[src/rtl/spi_master_pkg.sv]
// Shared types and widths for the single-byte SPI master.
// Bit order is chosen at build time with SPI_LSB_FIRST_EN (see spi_master_core).
package spi_master_pkg;

    localparam int unsigned DATA_W    = 8;
    localparam int unsigned BIT_CNT_W = $clog2(DATA_W);

    typedef enum logic {
        IDLE,
        XFER
    } state_e;

endpackage

[src/rtl/spi_clk_gen.sv]
// SCLK generator: counts clk_div system cycles per half-period while enabled,
// toggles sclk and flags the rising/falling edge in the cycle it happens.
// Disabling returns the divider and sclk to their idle values.
module spi_clk_gen #(
    parameter int unsigned clk_div = 4
) (
    input  logic clk_i,
    input  logic reset_i,
    input  logic en_i,
    output logic sclk_o,
    output logic rise_o,
    output logic fall_o
);

    localparam int unsigned           CNT_W   = (clk_div > 1) ? $clog2(clk_div) : 1;
    localparam logic [CNT_W-1:0]      CNT_MAX = CNT_W'(clk_div - 1);

    logic [CNT_W-1:0] cnt_q, cnt_d;
    logic             sclk_q, sclk_d;
    logic             tick;

    // Divider next-state and edge flags.
    always_comb begin
        tick   = en_i && (cnt_q == CNT_MAX);
        cnt_d  = cnt_q;
        sclk_d = sclk_q;
        if (!en_i) begin
            cnt_d  = '0;
            sclk_d = 1'b0;
        end else if (tick) begin
            cnt_d  = '0;
            sclk_d = ~sclk_q;
        end else begin
            cnt_d  = cnt_q + 1'b1;
        end
    end

    // Divider and sclk registers.
    always_ff @(posedge clk_i) begin
        if (reset_i) begin
            cnt_q  <= '0;
            sclk_q <= 1'b0;
        end else begin
            cnt_q  <= cnt_d;
            sclk_q <= sclk_d;
        end
    end

    assign sclk_o = sclk_q;
    assign rise_o = tick & ~sclk_q;
    assign fall_o = tick &  sclk_q;

endmodule

[src/rtl/spi_master_core.sv]
// Single-byte SPI master, mode 0, one chip select.
// Define SPI_LSB_FIRST_EN for LSB-first order; default is MSB-first.
module spi_master_core
    import spi_master_pkg::*;
#(
    parameter int unsigned clk_div = 4
) (
    input  logic              clk,
    input  logic              reset,
    input  logic              start,
    input  logic [DATA_W-1:0] tx_data,
    output logic [DATA_W-1:0] rx_data,
    output logic              busy,
    output logic              done,
    input  logic              miso,
    output logic              mosi,
    output logic              sclk,
    output logic              cs
);

    localparam logic [BIT_CNT_W-1:0] LAST_BIT = BIT_CNT_W'(DATA_W - 1);

    state_e                state_q, state_d;
    logic [DATA_W-1:0]     tx_q, tx_d;
    logic [DATA_W-1:0]     rx_sh_q, rx_sh_d;
    logic [DATA_W-1:0]     rx_data_q, rx_data_d;
    logic [BIT_CNT_W-1:0]  bit_q, bit_d;
    logic                  cs_q, cs_d;
    logic                  busy_q, busy_d;
    logic                  done_q, done_d;
    logic                  clk_en, sclk_rise, sclk_fall;

    assign clk_en = (state_q == XFER);

    spi_clk_gen #(
        .clk_div(clk_div)
    ) u_clk_gen (
        .clk_i  (clk),
        .reset_i(reset),
        .en_i   (clk_en),
        .sclk_o (sclk),
        .rise_o (sclk_rise),
        .fall_o (sclk_fall)
    );

    // Transfer sequencing: accept, sample on rise, shift on fall, finish on 8th fall.
    always_comb begin
        state_d   = state_q;
        tx_d      = tx_q;
        rx_sh_d   = rx_sh_q;
        rx_data_d = rx_data_q;
        bit_d     = bit_q;
        cs_d      = cs_q;
        busy_d    = busy_q;
        done_d    = 1'b0;
        case (state_q)
            IDLE: begin
                if (start) begin
                    tx_d    = tx_data;
                    rx_sh_d = '0;
                    bit_d   = '0;
                    cs_d    = 1'b0;
                    busy_d  = 1'b1;
                    state_d = XFER;
                end
            end
            XFER: begin
                if (sclk_rise) begin
`ifdef SPI_LSB_FIRST_EN
                    rx_sh_d = {miso, rx_sh_q[DATA_W-1:1]};
`else
                    rx_sh_d = {rx_sh_q[DATA_W-2:0], miso};
`endif
                end
                if (sclk_fall) begin
                    if (bit_q == LAST_BIT) begin
                        rx_data_d = rx_sh_q;
                        tx_d      = '0;
                        done_d    = 1'b1;
                        busy_d    = 1'b0;
                        cs_d      = 1'b1;
                        state_d   = IDLE;
                    end else begin
                        bit_d = bit_q + 1'b1;
`ifdef SPI_LSB_FIRST_EN
                        tx_d  = {1'b0, tx_q[DATA_W-1:1]};
`else
                        tx_d  = {tx_q[DATA_W-2:0], 1'b0};
`endif
                    end
                end
            end
            default: state_d = IDLE;
        endcase
    end

    // State and datapath registers.
    always_ff @(posedge clk) begin
        if (reset) begin
            state_q   <= IDLE;
            tx_q      <= '0;
            rx_sh_q   <= '0;
            rx_data_q <= '0;
            bit_q     <= '0;
            cs_q      <= 1'b1;
            busy_q    <= 1'b0;
            done_q    <= 1'b0;
        end else begin
            state_q   <= state_d;
            tx_q      <= tx_d;
            rx_sh_q   <= rx_sh_d;
            rx_data_q <= rx_data_d;
            bit_q     <= bit_d;
            cs_q      <= cs_d;
            busy_q    <= busy_d;
            done_q    <= done_d;
        end
    end

    // mosi is the outgoing end of the TX register, which is cleared when idle.
`ifdef SPI_LSB_FIRST_EN
    assign mosi = tx_q[0];
`else
    assign mosi = tx_q[DATA_W-1];
`endif

    assign rx_data = rx_data_q;
    assign busy    = busy_q;
    assign done    = done_q;
    assign cs      = cs_q;

endmodule

[config.mk]
export PLATFORM = sky130hd
export DESIGN_NAME = spi_master_core
export DESIGN_NICKNAME = d
export VERILOG_FILES = /design/src/rtl/spi_master_pkg.sv /design/src/rtl/spi_clk_gen.sv /design/src/rtl/spi_master_core.sv
export SDC_FILE = /design/constraint.sdc
export NUM_CORES = 1
export LEC_CHECK = 0
export ABC_AREA = 1
export ABC_CLOCK_PERIOD_IN_PS = 2420
export BUFFER_PORTS_ARGS = -buffer_cell sky130_fd_sc_hd__buf_2
export CORE_MARGIN = 1
export CORE_UTILIZATION = 58
export CTS_CLUSTER_DIAMETER = 100
export CTS_CLUSTER_SIZE = 12
export DETAILED_ROUTE_END_ITERATION = 7
export PLACE_DENSITY = 0.86
export SLEW_MARGIN = 10
export SYNTH_ARGS = -nofsm -noshare
export SYNTH_HDL_FRONTEND = slang
export SYNTH_HIERARCHICAL = 1
export SYNTH_SLANG_ARGS = --single-unit
[constraint.sdc]
create_clock -name clk -period 2.42 [get_ports clk]
set_input_delay 0.121 -clock clk [delete_from_list [all_inputs] [get_ports clk]]
set_output_delay 0.121 -clock clk [all_outputs]
set_load 0.05 [all_outputs]
==> results.sh, run 1 <==
export IMPL_regArea_um2=681
export IMPL_drc=0
export IMPL_synthAdderAreaFrac_pct=2.57
export IMPL_slew_headroom_pct=77.0
export IMPL_cp_max_fo=8
export IMPL_place_hpwl_um=2030
export IMPL_crit_type="reg -> reg"
export IMPL_endpoint_kind="register"
export IMPL_viasPerCell=5.00
export IMPL_die_area_um2=2720
export IMPL_grt_use_total_pct=23.8
export IMPL_cts_root_buffer="clkbuf_4"
export IMPL_dpl_cell_count=245
export IMPL_cts_setup_buffers=0
export IMPL_critPathArrivalTime_ns=1.72
export IMPL_finalInstanceArea_um2=1650
export IMPL_synthCells=196
export IMPL_post_layout_nonfiller_instances=253
export IMPL_cts_resized=0
export IMPL_synth_top_cells_by_area="dfxtp_1 47%, nand2_1 19%, nor2_1 5.9%"
export IMPL_num_rows=17
export IMPL_grt_max_degree=18
export IMPL_yosys_area_top_type="dfxtp_1"
export IMPL_postSynthAreaPerCell_um2=7.44
export IMPL_cp_required_ns=2.67
export IMPL_synth_top_family_by_area="simple AND/OR/NAND/NOR gates"
export IMPL_chipWidth_um=52.2
export IMPL_grt_overflow_total=0
export IMPL_nNetsFinal=239
export IMPL_dr_first_iter_drc_count=22
export IMPL_setup_viol=0
export IMPL_clkLatencyLatePin_ns=0.33
export IMPL_place_area_um2=1590
export IMPL_period_minus_slack_ns=1.48
export IMPL_io_buffer_count=24
export IMPL_setup_tns_ns=0
export IMPL_place_congestion=0.772
export IMPL_synth_distinct_cells=21
export IMPL_drv_slew=0
export IMPL_rsz0062_at_grt="no"
export IMPL_vias=1264
export IMPL_finalHoldViolCount=0
export IMPL_clockBufferDepth=2
export IMPL_ys_seq_area_share_pct=46.7
export IMPL_firstDrtPassIters=4
export IMPL_areaGrowthSynthToFinish_pct=13.0
export IMPL_crit_path_start_kind="register"
export IMPL_yosys_area_share_xor_xnor_pct=0
export IMPL_ys_ff_latch=34
export IMPL_drive_above_1_share_pct=21.3
export IMPL_die_h_um=52.2
export IMPL_antenna_cells=0
export IMPL_final_common_cell="nand2_1"
export IMPL_cts_max_level=2
export IMPL_grt_pass1_vias=1148
export IMPL_synth_compound_area_share_pct=6.69
export IMPL_finClkSkew_ns=0.00617
export IMPL_irDropWorstVdd_v=0.000510
export IMPL_ioPinCount=25
export IMPL_yosysWarningCount=6
export IMPL_p_per_area_nw_per_um2=639
export IMPL_fmax_mhz=678
export IMPL_cts_tree="built"
export IMPL_clkTransAtPathRegs_ns=0.10
export IMPL_initial_core_util_pct=63.5
export IMPL_multiInputGateArea_um2=664
export IMPL_synth_simple_area_share_pct=36.3
export IMPL_wire_per_inst_um=10.7
export IMPL_numCtsBuffers=5
export IMPL_fillCellCount=184
export IMPL_worst_slew_pin_slew_ns=0.346
export IMPL_grt_pass1_wl_um=4610
export IMPL_hold_path_class="in -> reg"
export IMPL_syn_nets=211
export IMPL_core_area_um2=2300
export IMPL_final_cell_mix="74 x nand2_1, 34 x dfxtp_1, 24 x buf_2"
export IMPL_clock_sinks=34
export IMPL_p_total_mw=1.05
export IMPL_p_leak_nw=0.862
export IMPL_synthDominantCellAreaShare_pct=46.7
export IMPL_muxShareOfSynthArea_pct=0
export IMPL_maxCapViolCount=0
export IMPL_hold_buffers=0
export IMPL_antenna_left=0
export IMPL_final_period_utilization_pct=61.0
export IMPL_status="complete, no violations"
export IMPL_syn_cell_area_um2=1460
export IMPL_antenna_found_initial=0
export IMPL_drt_total_wl_um=2710
registers in the layout, indices dropped and copies added (netlist names):
name and cells:
tx_q 8, busy 1, clk_en 1, cs 1, rx_data 8, u_clk_gen/sclk_o 1, u_clk_gen/cnt_q 2, done 1
bit_q 3, rx_sh_q 8
logic make-up (layout without fill, tap and decap cells):
family                     count (synthesis)  in the layout
AOI/OAI and AO/OA                         19             19
adders and majority gates                  3              3
buffers and inverters                     23             52
DFF                                       34             34
and+or+nand+nor                          117            117
report_power, final:
group	switching, mW	total (mW)	internal [mW]	leakage (nW)
sequential	0.0102	0.591	0.581	0.277
clock	0.186	0.327	0.141	0.0353
combinational	0.0923	0.136	0.0433	0.550
total	0.288	1.05	0.765	0.862
worst max-delay path, stage by stage, from the launching register on:
cell     delay (ns)
dfxtp_1        0.33
ha_1           0.20
ha_1           0.25
inv_1          0.22
nand2_1        0.11
nand2_1        0.09
nand3_1        0.07
nand2_1        0.07
nor2_1         0.04
through the flow:
| step | hold slack [ns] | util, % | setup slack [ns] |
|---|---|---|---|
| 2_1_floorplan | 0.206 | - | 0.866 |
| 3_3_place_gp | 0.378 | 69.2 | 1.00 |
| 3_5_place_dp | 0.387 | 69.2 | 0.953 |
| 4_1_cts | 0.0290 | 71.8 | 0.947 |
| 5_1_grt | 0.0167 | 71.8 | 0.798 |
| 6_report | 0.0334 | 71.8 | 0.944 |
cell usage after synthesis:
cell type and count:
a31oi_1 1, o21ai_0 8, nand2_2 1, nor2_4 1, dfxtp_1 34, nand3_1 10
buf_2 2, inv_2 3, ha_1 3, inv_4 2, inv_6 1, buf_6 2
nor2_2 2, nand2_8 1, o22ai_1 1, nor2_8 1, nor2_1 23, nand2_1 74
nand2_4 4, a21oi_1 9, inv_1 13
worst paths after layout:
path,start,to,slack [ns],cells past startpoint
min reg2reg,u_clk_gen/cnt_q[0],u_clk_gen/cnt_q[0],0.43,1
min,miso,rx_sh_q[0],0.03,3
max,bit_q[0],bit_q[1],0.94,8
max reg2reg,bit_q[0],bit_q[1],0.94,8
final cells by class:
type                    instances  share of cell area, %
clock inverters                 1                  0.303
repair buffers                 25                   7.74
clock buffers                   7                   3.34
flip-flops and latches         34                   41.3
inverters                      19                   4.93
well taps                      28                   2.12
multi-input cells             139                   40.3
metal layers:
layer	GRT usage, %	vias to the layer above	wire length, um
li1	-	659	-
met1	28.8	569	1290
met2	37.6	29	1270
met3	6.43	7	109
met4	13.6	0	46
met5	0	-	0
(Power assumes the default switching activity.)
==> inputs of run 2 (changes only) <==
--- a/config.mk
+++ b/config.mk
@@ -6,14 +6,14 @@
 export NUM_CORES = 1
 export LEC_CHECK = 0
 export ABC_AREA = 1
-export ABC_CLOCK_PERIOD_IN_PS = 2420
+export ABC_CLOCK_PERIOD_IN_PS = 1490
 export BUFFER_PORTS_ARGS = -buffer_cell sky130_fd_sc_hd__buf_2
 export CORE_MARGIN = 1
-export CORE_UTILIZATION = 58
+export CORE_UTILIZATION = 54
 export CTS_CLUSTER_DIAMETER = 100
 export CTS_CLUSTER_SIZE = 12
 export DETAILED_ROUTE_END_ITERATION = 7
-export PLACE_DENSITY = 0.86
+export PLACE_DENSITY = 0.81
 export SLEW_MARGIN = 10
 export SYNTH_ARGS = -nofsm -noshare
 export SYNTH_HDL_FRONTEND = slang
==> constraint.sdc (replaced) <==
create_clock -name clk -period 1.49 [get_ports clk]
set_input_delay 0.0745 -clock clk [delete_from_list [all_inputs] [get_ports clk]]
set_output_delay 0.0745 -clock clk [all_outputs]
set_load 0.05 [all_outputs]
==> results.sh, run 2 (synthesized netlist as in run 1, its figures left out) <==
export IMPL_wire_per_inst_um=10.2
export IMPL_maxCapViolCount=0
export IMPL_drv_slew=0
export IMPL_antenna_found_initial=0
export IMPL_use_met1_pct=28.0
export IMPL_r2r_end="bit_q[2]"
export IMPL_finalHoldViolCount=0
export IMPL_antenna_left=0
export IMPL_cp_max_fo=8
export IMPL_firstDrtPassIters=4
export IMPL_crit_top_cell="nand2_1"
export IMPL_worst_r2r_startpoint="bit_q[0]"
export IMPL_finalInstanceArea_um2=1700
export IMPL_setup_viol=0
export IMPL_endpoint_kind="register"
export IMPL_viasPerCell=4.89
export IMPL_final_cell_mix="74 x nand2_1, 33 x dfxtp_1, 24 x buf_2"
export IMPL_fin_util_pct=67.6
export IMPL_cp_required_ns=1.72
export IMPL_r2r_slack_ns=0.13
export IMPL_clock_sinks=34
export IMPL_drc=0
export IMPL_crit_path_start_kind="register"
export IMPL_worst_slew_pin_slew_ns=0.362
export IMPL_crit_start="bit_q[0]"
export IMPL_worst_path_buf_inv=1
export IMPL_fmax_mhz=733
export IMPL_hold_path_depth=5
export IMPL_grt_pass1_vias=1010
export IMPL_clkLatencyLatePin_ns=0.34
export IMPL_path_cells="ha_1 > ha_1 > inv_2 > nand2_1 > nand2_1 > nand3_1 > nand2_1 > nor2_1"
export IMPL_cts_root_buffer="clkbuf_4"
export IMPL_critPathArrivalTime_ns=1.59
export IMPL_final_common_cell="nand2_1"
export IMPL_die_area_um2=2910
export IMPL_cp_endpoint="bit_q[2]"
export IMPL_numCtsBuffers=5
export IMPL_grt_pass1_wl_um=4280
export IMPL_areaGrowthSynthToFinish_pct=16.8
export IMPL_grtUsageMet3_pct=5.93
export IMPL_num_rows=18
export IMPL_ioPinCount=25
export IMPL_initial_core_util_pct=57.8
export IMPL_drt_total_wl_um=2620
export IMPL_grt_max_degree=18
export IMPL_slowest_stage="dfxtp_1"
export IMPL_crit_type="reg -> reg"
export IMPL_drive_above_1_share_pct=22.9
export IMPL_core_area_um2=2520
export IMPL_p_per_area_nw_per_um2=1100
export IMPL_cts_max_level=2
export IMPL_io_buffer_count=24
export IMPL_reg2regPathDepth=8
export IMPL_period_minus_slack_ns=1.36
export IMPL_cts_setup_buffers=0
export IMPL_vias=1256
export IMPL_clkTransAtPathRegs_ns=0.11
export IMPL_cpPeakStageDelay_ns=0.32
export IMPL_antenna_cells=0
export IMPL_rsz0062_at_grt="yes"
export IMPL_hold_path_class="in -> reg"
export IMPL_nNetsFinal=242
export IMPL_whs_ns=0.0407
export IMPL_die_h_um=54.0
export IMPL_cp_depth=8
export IMPL_chipWidth_um=54.0
export IMPL_grt_use_met2_pct=30.5
export IMPL_final_period_utilization_pct=91.5
export IMPL_finClkSkew_ns=0.0182
export IMPL_crit_family="adder cells"
export IMPL_slew_headroom_pct=75.9
export IMPL_p_leak_nw=0.885
export IMPL_grt_use_total_pct=21.2
export IMPL_status="complete, no violations"
export IMPL_top_usage_layer="met2"
export IMPL_irDropWorstVdd_v=0.00104
export IMPL_cts_tree="built"
export IMPL_place_hpwl_um=1770
export IMPL_place_area_um2=1600
export IMPL_dr_first_iter_drc_count=23
export IMPL_grt_overflow_total=0
export IMPL_place_congestion=0.810
export IMPL_setup_tns_ns=0
export IMPL_clockBufferDepth=2
[run 2: cell count changes in the layout (fill, tap and decap cells not counted), sizes merged]
cell / before / now
bufinv: 0 / 1
clkbuf: 7 / 6
buf: 25 / 26
clkinv: 1 / 0
dlygate4sd3: 0 / 2
[run 2: worst min-delay path, stage by stage]
cell and delay (ns):
buf_2 0.07, nand2_1 0.04, nand2_1 0.05, nor2_1 0.03
nor2_1 0.08
[run 2: worst min-delay path by stage]
stage                    start    endpoint  slack [ns]
floorplan                reset        done        0.16
global placement          miso  rx_sh_q[0]        0.34
detailed placement        miso  rx_sh_q[0]        0.34
CTS                 tx_data[3]     tx_q[3]        0.04
global route        tx_data[5]     tx_q[5]        0.07
finish              tx_data[3]     tx_q[3]        0.04
[run 2: per-stage QoR]
stage / std cells / setup slack (ns) / total power, mW
6_report: 257 / 0.126 / 1.87
3_3_place_gp: 248 / 0.0716 / 1.20
5_1_grt: 257 / -0.0116 / 1.95
2_1_floorplan: 196 / 0.112 / 1.15
4_1_cts: 257 / 0.0405 / 1.88
3_5_place_dp: 248 / 0.0530 / 1.20
[run 2: routing by layer]
metal  wire, um  vias up
met5          0        -
met4         59        0
met3         94        8
met2       1150       25
met1       1320      548
li1           -      675
[run 2: cell type report]
type / instances / area, um^2
fillers: 237 / 818
well taps: 30 / 37.5
multi-input cells: 139 / 667
clock inverters: 1 / 30.0
repair buffers: 28 / 155
flip-flops and latches: 34 / 682
clock buffers: 6 / 51.3
inverters: 19 / 81.3
[run 2: what timing repair did]
item / in CTS / in global routing
setup endpoints to repair: 0 / 12
gates resized for setup: 0 / 2
hold endpoints to repair: 2 / 0
hold buffers: 2 / 0
[run 2: power breakdown]
group,leakage (nW),switching (mW),internal [mW]
Combinational,0.563,0.150,0.0753
Sequential,0.278,0.0167,0.943
Clock,0.0443,0.297,0.391
Total,0.885,0.464,1.41
